## src/rtl/imm_field_encoder_pkg.sv

```systemverilog
// -----------------------------------------------------------------------------
// imm_field_encoder_pkg
// Shared definitions for the immediate field encoder: format codes, the
// width/offset of each immediate field inside the 26-bit In26 instruction
// field, the FSM state encoding and a helper that packs a field.
// No ports (package).
// -----------------------------------------------------------------------------
package imm_field_encoder_pkg;

  // Format code is {movz, Ctrl}
  localparam logic [2:0] FMT_I    = 3'b000;
  localparam logic [2:0] FMT_D    = 3'b001;
  localparam logic [2:0] FMT_B    = 3'b010;
  localparam logic [2:0] FMT_CBZ  = 3'b011;
  localparam logic [2:0] FMT_MOVZ = 3'b100;

  localparam int unsigned FIELD_W  = 26;

  // Field width / bit offset inside In26 for every format
  localparam int unsigned I_W      = 12;
  localparam int unsigned I_OFF    = 10;
  localparam int unsigned D_W      = 9;
  localparam int unsigned D_OFF    = 12;
  localparam int unsigned B_W      = 26;
  localparam int unsigned B_OFF    = 0;
  localparam int unsigned CBZ_W    = 19;
  localparam int unsigned CBZ_OFF  = 5;
  localparam int unsigned MOVZ_W   = 16;
  localparam int unsigned MOVZ_OFF = 5;

  typedef enum logic [1:0] {
    ST_IDLE  = 2'b00,
    ST_CHECK = 2'b01,
    ST_SCAN  = 2'b10,
    ST_DONE  = 2'b11
  } state_t;

  // Keep the low 'width' bits of value and place them at 'offset' in In26.
  // Bits outside the field are always zero.
  function automatic logic [25:0] pack_field(input logic [63:0] value,
                                             input int unsigned width,
                                             input int unsigned offset);
    logic [63:0] mask;
    logic [63:0] shifted;
    mask    = (64'd1 << width) - 64'd1;
    shifted = (value & mask) << offset;
    return shifted[25:0];
  endfunction

endpackage

```

## src/rtl/imm_field_encoder_if.sv

```systemverilog
// -----------------------------------------------------------------------------
// imm_field_encoder_if
// Request/response bundle of the immediate field encoder.
//   request : in_valid, in_ready, Imm[63:0], Ctrl[1:0], movz
//   response: out_valid, out_ready, In26[25:0], lsl[1:0], err
// master = producer of requests / consumer of results, slave = the encoder.
// -----------------------------------------------------------------------------
interface imm_field_encoder_if;
  logic        in_valid;
  logic        in_ready;
  logic [63:0] Imm;
  logic [1:0]  Ctrl;
  logic        movz;
  logic        out_valid;
  logic        out_ready;
  logic [25:0] In26;
  logic [1:0]  lsl;
  logic        err;

  modport master (
    output in_valid, Imm, Ctrl, movz, out_ready,
    input  in_ready, out_valid, In26, lsl, err
  );

  modport slave (
    input  in_valid, Imm, Ctrl, movz, out_ready,
    output in_ready, out_valid, In26, lsl, err
  );
endinterface

```

## src/rtl/imm_field_encoder_range_check.sv

```systemverilog
// -----------------------------------------------------------------------------
// imm_range_check
// Combinational range check: does a 64-bit value fit in N bits?
//   SIGNED=0 : value[63:N] must be all zero.
//   SIGNED=1 : value[63:N-1] must all equal the sign bit value[N-1].
// Ports:
//   i_value [63:0]  value under test
//   o_fits          1 when the value is representable
// -----------------------------------------------------------------------------
module imm_range_check #(
  parameter int unsigned N      = 12,
  parameter bit          SIGNED = 1'b0
) (
  input  logic [63:0] i_value,
  output logic        o_fits
);

  // For signed checks the sign bit itself joins the "must be uniform" group
  localparam int unsigned LO = SIGNED ? (N - 1) : N;

  logic [63-LO:0] w_upper;
  logic           w_unused_low;

  assign w_upper      = i_value[63:LO];
  assign w_unused_low = ^i_value[LO-1:0];

  // Uniform upper bits (signed) or all-zero upper bits (unsigned)
  always_comb begin
    if (SIGNED) begin
      o_fits = (&w_upper) | ~(|w_upper);
    end else begin
      o_fits = ~(|w_upper);
    end
  end

endmodule

```

## src/rtl/imm_field_encoder.sv

```systemverilog
// -----------------------------------------------------------------------------
// imm_field_encoder
// Inverse of the immediate sign-extension stage: range-checks a 64-bit
// immediate for the selected format and packs it into the 26-bit In26 field.
// MOVZ searches halfword positions one per cycle to find the lsl amount.
// Ports:
//   CLK    rising-edge clock
//   Reset  synchronous, active-high
//   bus    imm_field_encoder_if.slave (in_valid/in_ready, Imm, Ctrl, movz,
//          out_valid/out_ready, In26, lsl, err)
// Parameter:
//   ERR_ZERO_FIELD  1: In26 forced to 0 on err; 0: truncated bits still packed
// -----------------------------------------------------------------------------
module imm_field_encoder
  import imm_field_encoder_pkg::*;
#(
  parameter bit ERR_ZERO_FIELD = 1'b1
) (
  input  logic                CLK,
  input  logic                Reset,
  imm_field_encoder_if.slave  bus
);

  state_t      r_state;
  logic [63:0] r_imm;
  logic [2:0]  r_fmt;
  logic [1:0]  r_k;
  logic [25:0] r_in26;
  logic [1:0]  r_lsl;
  logic        r_err;
  logic        r_in_ready;
  logic        r_out_valid;

  logic        w_accept;
  logic [2:0]  w_fmt_in;
  logic        w_fits_i;
  logic        w_fits_d;
  logic        w_fits_b;
  logic        w_fits_cbz;
  logic        w_fix_known;
  logic        w_fix_fits;
  logic [25:0] w_fix_field;
  logic [5:0]  w_hw_shift;
  logic [63:0] w_other_mask;
  logic        w_hw_match;
  logic [15:0] w_hw;
  logic [25:0] w_movz_field;

  assign w_accept = bus.in_valid & r_in_ready;
  assign w_fmt_in = {bus.movz, bus.Ctrl};

  imm_range_check #(.N(I_W),   .SIGNED(1'b0)) u_rc_i   (.i_value(r_imm), .o_fits(w_fits_i));
  imm_range_check #(.N(D_W),   .SIGNED(1'b1)) u_rc_d   (.i_value(r_imm), .o_fits(w_fits_d));
  imm_range_check #(.N(B_W),   .SIGNED(1'b1)) u_rc_b   (.i_value(r_imm), .o_fits(w_fits_b));
  imm_range_check #(.N(CBZ_W), .SIGNED(1'b1)) u_rc_cbz (.i_value(r_imm), .o_fits(w_fits_cbz));

  // Legality and packed field for the single-cycle formats
  always_comb begin
    w_fix_known = 1'b0;
    w_fix_fits  = 1'b0;
    w_fix_field = 26'd0;
    case (r_fmt)
      FMT_I: begin
        w_fix_known = 1'b1;
        w_fix_fits  = w_fits_i;
        w_fix_field = pack_field(r_imm, I_W, I_OFF);
      end
      FMT_D: begin
        w_fix_known = 1'b1;
        w_fix_fits  = w_fits_d;
        w_fix_field = pack_field(r_imm, D_W, D_OFF);
      end
      FMT_B: begin
        w_fix_known = 1'b1;
        w_fix_fits  = w_fits_b;
        w_fix_field = pack_field(r_imm, B_W, B_OFF);
      end
      FMT_CBZ: begin
        w_fix_known = 1'b1;
        w_fix_fits  = w_fits_cbz;
        w_fix_field = pack_field(r_imm, CBZ_W, CBZ_OFF);
      end
      default: begin
        w_fix_known = 1'b0;
        w_fix_fits  = 1'b0;
        w_fix_field = 26'd0;
      end
    endcase
  end

  // MOVZ: halfword k matches when every other halfword is zero
  assign w_hw_shift   = {r_k, 4'b0000};
  assign w_other_mask = ~(64'h0000_0000_0000_FFFF << w_hw_shift);
  assign w_hw_match   = ((r_imm & w_other_mask) == 64'd0);
  assign w_hw         = r_imm[w_hw_shift +: 16];
  assign w_movz_field = pack_field({48'd0, w_hw}, MOVZ_W, MOVZ_OFF);

  // Control FSM with registered result and handshake outputs
  always_ff @(posedge CLK) begin
    if (Reset) begin
      r_state     <= ST_IDLE;
      r_imm       <= 64'd0;
      r_fmt       <= 3'd0;
      r_k         <= 2'd0;
      r_in26      <= 26'd0;
      r_lsl       <= 2'd0;
      r_err       <= 1'b0;
      r_in_ready  <= 1'b1;
      r_out_valid <= 1'b0;
    end else begin
      case (r_state)
        ST_IDLE: begin
          if (w_accept) begin
            r_imm      <= bus.Imm;
            r_fmt      <= w_fmt_in;
            r_k        <= 2'd0;
            r_in_ready <= 1'b0;
            r_state    <= (w_fmt_in == FMT_MOVZ) ? ST_SCAN : ST_CHECK;
          end else begin
            r_state <= ST_IDLE;
          end
        end
        ST_CHECK: begin
          r_lsl <= 2'd0;
          r_err <= ~w_fix_fits;
          if (w_fix_fits) begin
            r_in26 <= w_fix_field;
          end else if (!ERR_ZERO_FIELD && w_fix_known) begin
            // Out-of-range value still packed (truncated) when not zeroing
            r_in26 <= w_fix_field;
          end else begin
            r_in26 <= 26'd0;
          end
          r_out_valid <= 1'b1;
          r_state     <= ST_DONE;
        end
        ST_SCAN: begin
          if (w_hw_match) begin
            r_in26      <= w_movz_field;
            r_lsl       <= r_k;
            r_err       <= 1'b0;
            r_out_valid <= 1'b1;
            r_state     <= ST_DONE;
          end else if (r_k == 2'd3) begin
            r_in26      <= ERR_ZERO_FIELD ? 26'd0 : pack_field(r_imm, MOVZ_W, MOVZ_OFF);
            r_lsl       <= 2'd0;
            r_err       <= 1'b1;
            r_out_valid <= 1'b1;
            r_state     <= ST_DONE;
          end else begin
            r_k <= r_k + 2'd1;
          end
        end
        ST_DONE: begin
          // Result held until the consumer takes it
          if (bus.out_ready) begin
            r_out_valid <= 1'b0;
            r_in_ready  <= 1'b1;
            r_state     <= ST_IDLE;
          end else begin
            r_state <= ST_DONE;
          end
        end
        default: begin
          r_state     <= ST_IDLE;
          r_in_ready  <= 1'b1;
          r_out_valid <= 1'b0;
        end
      endcase
    end
  end

  assign bus.in_ready  = r_in_ready;
  assign bus.out_valid = r_out_valid;
  assign bus.In26      = r_in26;
  assign bus.lsl       = r_lsl;
  assign bus.err       = r_err;

endmodule
```

## src/flat_wrapper.sv

```systemverilog
// flat-port wrapper written by rule: the top's interface ports become plain ports
module imm_field_encoder_flat import imm_field_encoder_pkg::*;
#(
  parameter bit ERR_ZERO_FIELD = 1'b1
)
  (CLK, Reset, bus_in_valid, bus_Imm, bus_Ctrl, bus_movz, bus_out_ready, bus_in_ready, bus_out_valid, bus_In26, bus_lsl, bus_err);
  imm_field_encoder_if bus_i ();
  input  logic CLK;
  input  logic Reset;
  input wire logic [$bits(bus_i.in_valid)-1:0] bus_in_valid;
  input wire logic [$bits(bus_i.Imm)-1:0] bus_Imm;
  input wire logic [$bits(bus_i.Ctrl)-1:0] bus_Ctrl;
  input wire logic [$bits(bus_i.movz)-1:0] bus_movz;
  input wire logic [$bits(bus_i.out_ready)-1:0] bus_out_ready;
  output wire logic [$bits(bus_i.in_ready)-1:0] bus_in_ready;
  output wire logic [$bits(bus_i.out_valid)-1:0] bus_out_valid;
  output wire logic [$bits(bus_i.In26)-1:0] bus_In26;
  output wire logic [$bits(bus_i.lsl)-1:0] bus_lsl;
  output wire logic [$bits(bus_i.err)-1:0] bus_err;
  assign bus_i.in_valid = bus_in_valid;
  assign bus_i.Imm = bus_Imm;
  assign bus_i.Ctrl = bus_Ctrl;
  assign bus_i.movz = bus_movz;
  assign bus_i.out_ready = bus_out_ready;
  assign bus_in_ready = bus_i.in_ready;
  assign bus_out_valid = bus_i.out_valid;
  assign bus_In26 = bus_i.In26;
  assign bus_lsl = bus_i.lsl;
  assign bus_err = bus_i.err;
  imm_field_encoder #(.ERR_ZERO_FIELD(ERR_ZERO_FIELD)) u_core (.CLK(CLK), .Reset(Reset), .bus(bus_i));
endmodule
```

## config.mk

```make
export PLATFORM = sky130hd
export DESIGN_NAME = imm_field_encoder_flat
export DESIGN_NICKNAME = d
export VERILOG_FILES = /design/src/rtl/imm_field_encoder_pkg.sv /design/src/rtl/imm_field_encoder_if.sv /design/src/rtl/imm_field_encoder_range_check.sv /design/src/rtl/imm_field_encoder.sv /design/src/flat_wrapper.sv
export SDC_FILE = /design/constraint.sdc
export NUM_CORES = 1
export LEC_CHECK = 0
export BUFFER_PORTS_ARGS = -buffer_cell sky130_fd_sc_hd__buf_2
export CAP_MARGIN = 20
export CORE_MARGIN = 5
export CORE_UTILIZATION = 55
export DETAILED_ROUTE_END_ITERATION = 7
export PLACE_DENSITY = 0.8
export SYNTH_ARGS = -nofsm -noshare
export SYNTH_HDL_FRONTEND = slang
export SYNTH_SLANG_ARGS = --single-unit
```

## constraint.sdc

```tcl
create_clock -name CLK -period 3.9 [get_ports CLK]
set_clock_uncertainty 0.05 [all_clocks]
set_input_delay 0.39 -clock CLK [delete_from_list [all_inputs] [get_ports CLK]]
set_output_delay 0.39 -clock CLK [all_outputs]
set_load 0.02 [all_outputs]
```

# [After elaboration in Yosys (flattened, before gate mapping)]
# Index checks and enable logic that the tools add are counted.
[totals] wordCells=83 reg_bits=102 output_inout_bits=31 input_bits=71
[op_classes] n_mux=28 n_reduce_logical=19 shifts=2 n_eq_ne=13 n_bitwise=11 add_sub_neg=1
[ops] operator="$pmux 26 s4" count=1
[ops] operator="$mux 26" count=3
[ops] operator="$and 64x64->64" count=1
[ops] operator="$logic_not 64->1" count=1
[ops] operator="$not 64->64" count=1
[ops] operator="$shiftx 64x7->16" count=1
[ops] operator="$shl 16x6->64 const A" count=1
[ops] operator="$reduce_and 56->1" count=1
[ops] operator="$reduce_or 56->1" count=1
[ops] operator="$pmux 26 s2" count=1
[ops] operator="$reduce_or 52->1" count=1
[ops] operator="$reduce_and 46->1" count=1
[ops] operator="$reduce_or 46->1" count=1
[ops] operator="$reduce_and 39->1" count=1
[ops] operator="$reduce_or 39->1" count=1
[ops] operator="$mux 2" count=10
[ops] operator="$pmux 2 s2" count=2
[ops] operator="$pmux 2 s4" count=1
[ops] operator="$eq 2x2->1 const B" count=3
[ops] operator="$eq 3x2->1 const B" count=2
[ops] operator="$mux 1" count=6
[ops] operator="$ne 2x2->1 const B" count=3
[ops] operator="$reduce_and 3->1" count=2
[ops] operator="$reduce_bool 2->1" count=3
[ops] operator="other kinds (17)" count=25

# [Longest topological paths before layout]
[depth] word_depth=6 mapped_depth=11 mapped_depth_nobuf=8

# [Modules after synthesis]
# Synthesis repeated with hierarchy kept, for this count alone.
[hier_totals] cells_unflattened=669 area_unflattened_um2=5995.8
[by_module_without_submodules] module="imm_field_encoder" seq_area_each_um2=2042.0 area_each_um2=5207.5 instances=1 cells_per_inst=552
[by_module_without_submodules] module="imm_range_check (u_core.u_rc_d)" seq_area_each_um2=0.0 area_each_um2=244.0 instances=1 cells_per_inst=39
[by_module_without_submodules] module="imm_range_check (u_core.u_rc_cbz)" seq_area_each_um2=0.0 area_each_um2=225.2 instances=1 cells_per_inst=32
[by_module_without_submodules] module="imm_range_check (u_core.u_rc_b)" seq_area_each_um2=0.0 area_each_um2=197.7 instances=1 cells_per_inst=28
[by_module_without_submodules] module="imm_range_check (u_core.u_rc_i)" seq_area_each_um2=0.0 area_each_um2=121.4 instances=1 cells_per_inst=18

# [Least setup slack after synthesis]
# OpenSTA, ideal clock, no wires.
[synth_timing] kind="flip-flop to flip-flop" start="register u_core.r_k[0]" end="register u_core.r_in26[21], in the netlist u_core.bus.In26[21]" setup_slack_ns=1.094 required_ns=3.749 t_arrival_ns=2.655 n_path_buf=4 path_stages_with_launch=12 setup_time_ns=0.101 synth_period_minus_slack_ns=2.806 path_cell_list="dfxtp_1 buf_1 clkbuf_1 inv_1 ha_1 a41oi_1 a21oi_2 o2111ai_1 buf_2 buf_2 nand3_1 o41ai_1"
[synth_between] elab_chain_len=6 elab_cells_between_ends=9 classes_between="eq/ne: 2; shift: 1; mux: 2; bitwise: 2; reduce/logical: 2"
[synth_lines] item="start, declared" line="imm_field_encoder.sv:27" rtl="logic [1:0] r_k;"
[synth_lines] item="start signal, assigned" line="imm_field_encoder.sv:151" rtl="r_k <= r_k + 2'd1;"
[synth_lines] item="$shl 16x6->64" line="imm_field_encoder.sv:93" rtl="assign w_other_mask = ~(64'h0000_0000_0000_FFFF << w_hw_shift);"
[synth_lines] item="$not 64->64" line="imm_field_encoder.sv:93"
[synth_lines] item="$and 64x64->64" line="imm_field_encoder.sv:94" rtl="assign w_hw_match = ((r_imm & w_other_mask) == 64'd0);"
[synth_lines] item="$logic_not 64->1" line="imm_field_encoder.sv:94"
[synth_lines] item="$mux 26 or $ne 3x1->1 (tied branches)"
[synth_lines] item="$pmux 26 s2 or $reduce_and 2->1 (tied branches)"
[synth_lines] item="end signal, assigned" line="imm_field_encoder.sv:127" rtl="r_in26 <= w_fix_field;"
[synth_lines] item="end signal, assigned" line="imm_field_encoder.sv:139" rtl="r_in26 <= w_movz_field;"
[synth_lines] item="end signal, assigned" line="imm_field_encoder.sv:145" rtl="r_in26 <= ERR_ZERO_FIELD ? 26'd0 : pack_field(r_imm, MOVZ_W, MOVZ_OFF);"
[synth_lines] item="end, declared" line="imm_field_encoder.sv:28" rtl="logic [25:0] r_in26;"
# Several ways; a longest one is shown, not always the timed one.
# A chain may end at the register's enable or synchronous reset.

# [Worst setup path after layout]
[layout_timing] start="register u_core.r_k[1]" end="register u_core.r_in26[2], in the netlist u_core.bus.In26[2]"
# The elaborated chain is that of the path after synthesis.

==> results.yml <==
status:
  status: "complete, no violations"
timing:
  fmax_mhz: 363
  min_period_ns: 2.76
  drv_slew: 0
  worst_slack_ns: 1.14
  setup_violations: 0
  rsz0062_at_grt: "no"
  fin_crit_sh_pct: 70.7
  max_slew_margin_pct: 32.7
  final_hold_viol_count: 0
  setup_tns_ns: 0
  tightest_slew_ns: 1.01
synth:
  synth_edf_count: 0
  synth-async-reset-ratio_pct: 0
  seq_area_frac_synth_pct: 39.2
  synth_seq_cells: 102
  yosys_most_used_dff: "dfxtp_1"
  syn_area_mm2: 0.00521
  synth_cell_types: 49
  synthCells: 607
  avgSynthCellArea_um2: 8.58
  ys_warn_count: 0
  syn_nets: 685
floorplanning:
  num_rows: 35
  core_area_mm2: 0.00924
  io_pins: 102
  chipWidth_um: 107
  fp.dieArea_mm2: 0.0115
  initial_utilization_pct: 56.4
  fp.dieH_um: 107
finish:
  nets: 762
  syn2layout_area_growth_pct: 14.5
  nFillCells: 813
  antennaDiodeCount: 0
  drive_gt1_share_pct: 24.5
job:
  drv_cap: 0
route:
  wl_per_cell_um: 18.3
  finalWirelength_um: 15000
  drc: 0
  ant_nets: 0
  dr.pass1.iters: 5
  drtIter0Drc: 403
  num_vias: 5009
  vias_per_cell: 6.12
clock_network:
  cts_buffer_depth: 2
  cts_max_level: 3
  clkSlewWorstSetupHoldPaths_ns: 0.10
  numCtsBuffers: 9
  cts.hold.buffers_added: 0
  post-cts-setup-buffers: 0
  ctsRootBufferMaster: "clkbuf_8"
  clock_latency_ns: 0.37
  cts_sinks: 102
  ctsResizeCount: 0
  cts_tree: "yes"
place:
  place_hpwl_um: 10900
  gp_congestion: 0.948
  portBuffers: 101
  post-place-ws_ns: 1.18
global_route:
  antenna_found_initial: 0
  grt_pass1_vias: 4731
  grt_pass1_wl_um: 24200
  grt_max_degree: 69
  gr-total-overflow: 0
  track_usage_pct: 26.5
power:
  vdd_drop_max_mv: 0.303
  power.density_mw_per_mm2: 392
  p_leak_nw: 2.18
critical_path:
  r2r_setup_slack_ns: 1.14
  cp_max_fo: 34
  endpoint_kind: "flop"
  worstPathArrival_ns: 3.01
  start_kind: "flop"
  criticalPathCategory: "reg -> reg"
  critPathRequiredTime_ns: 4.15
hold_path:
  min_path_type: "in -> reg"
## power breakdown
group	internal, W	switching, W	leakage (nW)
logic	0.000188	0.000278	1.25
clock network	0.000299	0.000359	0.0935
registers	0.00112	0.0000991	0.833
total	0.00160	0.000736	2.18
## state kept, by name, indices dropped and copies added, names as in the netlist
name / flops
u_core.r_fmt: 3
u_core.r_imm: 64
u_core.bus.out_valid: 1
u_core.r_k: 2
u_core.bus.err: 1
u_core.bus.in_ready: 1
u_core.bus.lsl: 2
u_core.bus.In26: 26
u_core.r_state: 2
## worst max-delay path, cell delays in order, from the launching register on
cell       delay, ns
dfxtp_1         0.34
buf_4           0.28
inv_1           0.12
ha_1            0.21
a41oi_1         0.21
a21oi_2         0.11
o2111ai_4       0.77
and2_0          0.43
o2bb2ai_1       0.17
## cells by family (layout without fill, tap and decap cells)
group           Yosys count  in the layout  synth area share (%)
flops                   102            102                  39.2
buf+inv                  77            159                  6.08
mux                      37             37                  13.1
fa+ha+maj                 7              7                  1.68
simple gates            228            228                  20.3
compound gates          156            156                  19.6
## cells in the final DEF (no fill, tap or decap), drive strengths merged, types with 2 or more instances in the layout
master     n
a21oi     89
a221oi    16
a31oi      2
and2       3
and3       2
and4       3
buf      110
clkbuf    11
clkinv     3
dfxtp    102
ha         7
inv       33
mux2i     12
mux4      25
nand2    144
nand2b     5
nand3      7
nand4     17
nor2      13
nor2b      4
nor3       6
nor4      17
o211ai    11
o21a       3
o21ai     16
o2bb2ai    7
o31ai      2
o32ai      2
or3        3
or4        3
## area by class of cell
cell class,count,area [um^2],area share (%)
Inverter,33,124,2.08
Sequential cell,102,2040,34.2
Multi-Input combinational cell,428,2870,48.2
Clock buffer,11,131,2.20
Timing Repair Buffer,110,573,9.61
Clock inverter,5,60.1,1.01
Tap cell,129,161,2.71
## Yosys cell counts (2+ instances only)
library cell / count / share of area, %
and4_1: 3 / 0.50
o32ai_1: 2 / 0.34
nor2_1: 13 / 0.94
mux2i_1: 12 / 2.3
buf_2: 7 / 0.67
nor2b_1: 4 / 0.48
nand2_1: 144 / 10
ha_1: 7 / 1.7
o21a_1: 3 / 0.43
nand4_1: 17 / 2.0
mux4_2: 25 / 11
nand3_1: 7 / 0.67
o21ai_0: 8 / 0.77
dfxtp_1: 102 / 39
a221oi_2: 9 / 2.6
buf_6: 2 / 0.43
inv_1: 33 / 2.4
clkbuf_1: 27 / 1.9
nor3_1: 6 / 0.58
buf_1: 7 / 0.50
a31oi_1: 2 / 0.24
and3_1: 2 / 0.24
a21oi_1: 88 / 8.5
a221oi_1: 7 / 1.2
and2_1: 2 / 0.24
or4_1: 2 / 0.29
nor4_1: 13 / 1.6
o211ai_1: 11 / 1.6
nand2b_1: 5 / 0.60
nor4_2: 4 / 0.96
or3_1: 3 / 0.36
o21ai_1: 7 / 0.67
o2bb2ai_1: 7 / 1.2
## routing by layer
layer	wire (um)	vias to the layer above	track usage [%]	part of all wire, %
met4	318	0	7.67	2.1
li1	-	2332	-	-
met1	6140	2347	35.7	41
met2	6920	297	42.0	46
met3	1620	33	6.78	11
met5	0	-	0	0
## through the flow
stage	utilization (%)	instances	hold WS (ns)	total power [W]	instance area, um^2
6_report	64.6	818	0.199	0.00234	5970
2_1_floorplan	-	607	0.409	0.00153	5210
5_1_grt	64.6	818	0.191	0.00245	5970
3_3_place_gp	62.5	802	0.393	0.00168	5770
4_1_cts	64.6	818	0.187	0.00235	5970
3_5_place_dp	62.5	802	0.402	0.00170	5770
## final timing paths
| check | startpoint | end | depth (start not counted) |
|---|---|---|---|
| hold / removal | bus_Imm[0] | u_core.r_imm[0] | 3 |
| setup / recovery | u_core.r_k[1] | u_core.bus.In26[2] | 8 |
| setup reg to reg | u_core.r_k[1] | u_core.bus.In26[2] | 8 |
| hold reg to reg | u_core.bus.In26[18] | u_core.bus.In26[18] | 2 |
Note: power is estimated with default switching activity, not from simulation.
